<file path="config.mk">
export PLATFORM = sky130hd
export DESIGN_NAME = regfile_multiport
export DESIGN_NICKNAME = d
export VERILOG_FILES = /design/src/rtl/regfile_pkg.sv /design/src/rtl/regfile_read_port.sv /design/src/rtl/regfile_multiport.sv
export SDC_FILE = /design/constraint.sdc
export NUM_CORES = 1
export LEC_CHECK = 0
export CAP_MARGIN = 20
export CORE_MARGIN = 4
export CORE_UTILIZATION = 50
export CTS_BUF_LIST = sky130_fd_sc_hd__clkbuf_2
export DETAILED_ROUTE_END_ITERATION = 12
export PLACE_DENSITY = 0.67
export SYNTH_ARGS = -nofsm -noshare
export SYNTH_HDL_FRONTEND = slang
export SYNTH_SLANG_ARGS = --single-unit
</file>
<file path="constraint.sdc">
create_clock -name clk -period 4.8 [get_ports clk]
set_input_delay 0.48 -clock clk [delete_from_list [all_inputs] [get_ports clk]]
set_output_delay 0.48 -clock clk [all_outputs]
set_load 0.02 [all_outputs]
</file>
<file path="src/rtl/regfile_pkg.sv">
`default_nettype none
// ============================================================================
// Module   : regfile_pkg
// Brief    : Shared state encoding and limits for the multiport register file
// Revision : 1.0
// ============================================================================
package regfile_pkg;

   typedef enum logic [0:0] {
      ST_CLEAR = 1'b0,
      ST_RUN   = 1'b1
   } rf_state_e;

   localparam int MAX_RD = 4;

endpackage : regfile_pkg
`default_nettype wire

</file>
<file path="src/rtl/regfile_read_port.sv">
`default_nettype none
// ============================================================================
// Module   : regfile_read_port
// Brief    : One combinational read port: zero/range check, bypass, array mux
// Revision : 1.0
// ============================================================================
module regfile_read_port
   import regfile_pkg::*;
#(
   parameter int XLEN   = 32,
   parameter int NREGS  = 32,
   parameter int AW     = $clog2(NREGS),
   parameter int BYPASS = 1
) (
   input  logic            i_run,
   input  logic            i_we,
   input  logic [AW-1:0]   i_waddr,
   input  logic [XLEN-1:0] i_wdata,
   input  logic [AW-1:0]   i_raddr,
   input  logic [XLEN-1:0] i_mem [NREGS],
   output logic [XLEN-1:0] o_rdata
);

   localparam logic [AW:0] c_NREGS = (AW+1)'(NREGS);

   logic w_in_range;
   logic w_hit;

   // Entry 0 and addresses past the last entry always read as zero.
   assign w_in_range = (i_raddr != '0) && ({1'b0, i_raddr} < c_NREGS);
   assign w_hit      = (BYPASS != 0) && i_we && (i_waddr == i_raddr);

   always_comb begin
      o_rdata = '0;
      if (i_run && w_in_range) begin
         if (w_hit) begin
            o_rdata = i_wdata;
         end else begin
            o_rdata = i_mem[i_raddr];
         end
      end
   end

endmodule : regfile_read_port
`default_nettype wire

</file>
<file path="src/rtl/regfile_multiport.sv">
`default_nettype none
// ============================================================================
// Module   : regfile_multiport
// Brief    : NUM_RD-read / 1-write register file with sequential clear on reset
// Revision : 1.0
// ============================================================================
module regfile_multiport
   import regfile_pkg::*;
#(
   parameter int XLEN   = 32,
   parameter int NREGS  = 32,
   parameter int AW     = $clog2(NREGS),
   parameter int NUM_RD = 2,
   parameter int BYPASS = 1
) (
   input  logic                   clk,
   input  logic                   reset,
   input  logic                   we,
   input  logic [AW-1:0]          waddr,
   input  logic [XLEN-1:0]        wdata,
   input  logic [NUM_RD*AW-1:0]   raddr,
   output logic [NUM_RD*XLEN-1:0] rdata,
   output logic                   ready
);

   localparam logic [AW:0]   c_NREGS = (AW+1)'(NREGS);
   localparam logic [AW-1:0] c_LAST  = AW'(NREGS - 1);

   generate
      if (NUM_RD < 1 || NUM_RD > MAX_RD) begin : g_bad_num_rd
         $error("regfile_multiport: NUM_RD must be in 1..%0d", MAX_RD);
      end
      if (NREGS < 2) begin : g_bad_nregs
         $error("regfile_multiport: NREGS must be at least 2");
      end
   endgenerate

   rf_state_e       r_state;
   logic [AW-1:0]   r_clr_ptr;
   logic            r_ready;
   logic [XLEN-1:0] r_mem [NREGS];

   logic            w_run;
   logic            w_wen;
   logic [AW-1:0]   w_waddr;
   logic [XLEN-1:0] w_wdata;

   assign w_run = (r_state == ST_RUN);
   assign ready = r_ready;

   always_ff @(posedge clk) begin
      if (reset) begin
         r_state   <= ST_CLEAR;
         r_clr_ptr <= '0;
         r_ready   <= 1'b0;
      end else begin
         case (r_state)
            ST_CLEAR: begin
               r_clr_ptr <= r_clr_ptr + 1'b1;
               if (r_clr_ptr == c_LAST) begin
                  r_state <= ST_RUN;
                  r_ready <= 1'b1;
               end
            end
            default: begin
               r_state <= ST_RUN;
            end
         endcase
      end
   end

   // The sweep owns the write port until the array is initialised.
   always_comb begin
      w_wen   = 1'b0;
      w_waddr = waddr;
      w_wdata = wdata;
      if (!reset) begin
         if (!w_run) begin
            w_wen   = 1'b1;
            w_waddr = r_clr_ptr;
            w_wdata = '0;
         end else begin
            w_wen = we && (waddr != '0) && ({1'b0, waddr} < c_NREGS);
         end
      end
   end

   always_ff @(posedge clk) begin
      if (w_wen) begin
         r_mem[w_waddr] <= w_wdata;
      end
   end

   generate
      for (genvar k = 0; k < NUM_RD; k++) begin : g_rd
         regfile_read_port #(
            .XLEN   (XLEN),
            .NREGS  (NREGS),
            .AW     (AW),
            .BYPASS (BYPASS)
         ) u_rd (
            .i_run   (w_run),
            .i_we    (we),
            .i_waddr (waddr),
            .i_wdata (wdata),
            .i_raddr (raddr[k*AW +: AW]),
            .i_mem   (r_mem),
            .o_rdata (rdata[k*XLEN +: XLEN])
         );
      end
   endgenerate

endmodule : regfile_multiport
`default_nettype wire

</file>
==> flow_summary.json <==
{
  "outcome": "finished clean",
  "worst-path-buf-inv": 3,
  "synth_warnings": 0,
  "setup-tns-final_ps": 0,
  "portBuffers": 114,
  "fillers": 7450,
  "grt.total_usage_pct": 30.8,
  "worstPathRequired_ps": 4320,
  "cp_slowest_stage_delay_ps": 660,
  "dieArea_um2": 103000,
  "cts_max_level": 5,
  "crit_path_start_kind": "flip-flop",
  "rsz0062_at_grt": "no",
  "grt_pass1_wl_um": 229000,
  "cp.arrival_ps": 4130,
  "layout_commonest_cell": "edfxtp_1",
  "r2r_start": "r_state$_SDFF_PP0_",
  "drt_iter0_drc": 4554,
  "hold_viol": 0,
  "synth_area_per_cell_um2": 17.2,
  "synthArstFlopShare_pct": 0,
  "initial_core_util_pct": 50.7,
  "yosysSeqAreaShare_pct": 62.8,
  "dr.pass1.iters": 7,
  "die_y_um": 322,
  "drc": 0,
  "first_global_vias": 33900,
  "routabilityCongestion": 0.892,
  "min-delay-start": "wdata[30]",
  "coreArea_um2": 97100,
  "final_cell_mix": "1024 x edfxtp_1, 401 x mux2i_1, 385 x clkbuf_2, 315 x mux4_2, 185 x a221oi_1",
  "netlist_area_um2": 49200,
  "dp_hpwl_um": 94500,
  "post-place-ws_ps": 570,
  "p_leak_nw": 19.2,
  "report.final.slew_viol_count": 0,
  "drtAntennaViolNets": 0,
  "ir_drop_v": 0.000227,
  "ios": 115,
  "clockRootBuffer": "clkbuf_2",
  "grt_max_degree": 60,
  "clock-sinks": 1031,
  "crit_fanout": 17,
  "path_delay_family": "buffers and inverters",
  "setup_violations": 0,
  "grt_antenna_before_repair": 5,
  "clockBufferDepth": 4,
  "postLayoutCoreUtil_pct": 57.0,
  "synth_edf_count": 1024,
  "power_mw": 17.6,
  "core.rowCount": 114,
  "crit_slowest_cell": "clkdlybuf4s50_1",
  "path_class": "reg -> out",
  "worst_slack_ps": 188,
  "path_cells": "nand2_4 -> buf_4 -> nor2_4 -> buf_4 -> a211o_1 -> clkdlybuf4s50_1",
  "postCtsSetupBuffers": 0,
  "wirelength_um": 160000,
  "maxCapViolCount": 0,
  "clk_pin_slew_worst_paths_ps": 110,
  "startpoint": "r_state$_SDFF_PP0_",
  "cts_tree": "built",
  "wl_per_cell_um": 34.1,
  "viasPerCell": 7.02,
  "clk_latency_ps": 1500,
  "drive_gt1_share_pct": 28.6,
  "final_cells": 4690,
  "max_clock_freq_ghz": 0.217,
  "power_density_nw_per_um2": 318,
  "period_share_pct": 96.1,
  "layout.nets": 3292,
  "ys.flop_type": "edfxtp_1",
  "hp-class": "in -> reg",
  "cp-end-kind": "output pin",
  "fin_crit_ps": 4610,
  "ys_types": 53,
  "placed_cells": 4200,
  "syn_to_final_growth_pct": 12.5,
  "crit_top_cell": "buf_4",
  "clock_skew_ps": 149,
  "die_w_um": 322,
  "slew_headroom_pct": 23.2,
  "numCtsBuffers": 282,
  "worstMarginPinSlew_ps": 1150,
  "vias": 32900,
  "yosys_register_bits": 1031,
  "netlist_instances": 2853,
  "grt_overflow_total": 0,
  "syn_nets": 2905
}
==> per-stage QoR <==
step	area [um2]	hold WS [ps]
floorplan	49200	510
global placement	52700	555
detailed placement	52800	581
CTS	55300	36.4
global route	55300	112
finish	55400	211
==> cell type report <==
| type | count | area (um2) | share of cell area [%] |
|---|---|---|---|
| antenna | 3 | 7.51 | 0.0136 |
| clock buffer | 385 | 1930 | 3.48 |
| clock inverter | 70 | 329 | 0.595 |
| inverter | 5 | 20.0 | 0.0362 |
| multi-input combinational | 1580 | 17300 | 31.2 |
| sequential | 1031 | 30900 | 55.8 |
| tap | 1276 | 1600 | 2.88 |
| timing repair buffer | 340 | 3300 | 5.96 |
==> logic make-up after synthesis <==
group / Yosys count / synth area share [%]
AOI/OAI and AO/OA: 603 / 8.97
xor gates and xnor gates: 13 / 0.231
adders and majority gates: 2 / 0.0509
buffers and inverters: 242 / 2.76
DFF: 1031 / 62.8
muxes: 717 / 22.6
and+or+nand+nor: 245 / 2.61
==> registers in the layout, indices dropped and copies added (netlist names) <==
| name | cells |
|---|---|
| r_mem | 1024 |
| r_clr_ptr | 5 |
| r_state | 1 |
| ready | 1 |
==> synthesized netlist by cell type, drive strengths merged (10+ instances only) <==
cell type / number / area (um2)
a21boi: 19 / 143
nor3: 57 / 290
a22o: 31 / 272
mux2i: 401 / 4010
buf: 122 / 898
clkbuf: 115 / 439
a21oi: 129 / 646
edfxtp: 1024 / 30700
nor2: 45 / 169
nor2b: 38 / 238
nand2: 31 / 116
o21ai: 79 / 395
a221oi: 185 / 1620
o22a: 10 / 87.6
mux4: 315 / 7090
o21bai: 14 / 105
a221o: 32 / 320
nand2b: 46 / 288
a211o: 31 / 272
a22oi: 63 / 473
==> power by group <==
group	total, mW	switching [mW]	internal, mW
Clock	5.83	3.58	2.25
Combinational	1.75	1.07	0.674
Sequential	10.0	0.0333	9.97
==> repair_timing <==
item                                    4_1_cts  5_1_grt
endpoints found under the setup margin       63        0
hold buffers                                 32        0
gates resized for setup                       3        0
hold endpoints to repair                    837        0
==> final timing paths <==
path / to / depth (start not counted) / slack, ps
setup / recovery: rdata[34] / 6 / 190
hold / removal: r_mem[286]$_DFFE_PP_ / 2 / 210
setup reg to reg: r_mem[963]$_DFFE_PP_ / 6 / 1480
hold reg to reg: r_clr_ptr[4]$_SDFFE_PP0N_ / 2 / 620
==> metal layers <==
metal | vias up | global-route usage (%) | share of wire [%]
met3 | 562 | 8.50 | 13
met2 | 2626 | 48.3 | 46
li1 | 13100 | - | -
met5 | - | 0 | 0.018
met4 | 4 | 14.8 | 5.2
met1 | 16700 | 40.2 | 35
==> worst reg2reg max path: stages, from the launching register on <==
cell and delay (ps):
dfxtp_2 430, nor2_4 450, buf_4 380, mux2_2 410
nor3b_1 420, and2_2 260, buf_4 480
Note: power is estimated with default switching activity, not from simulation.
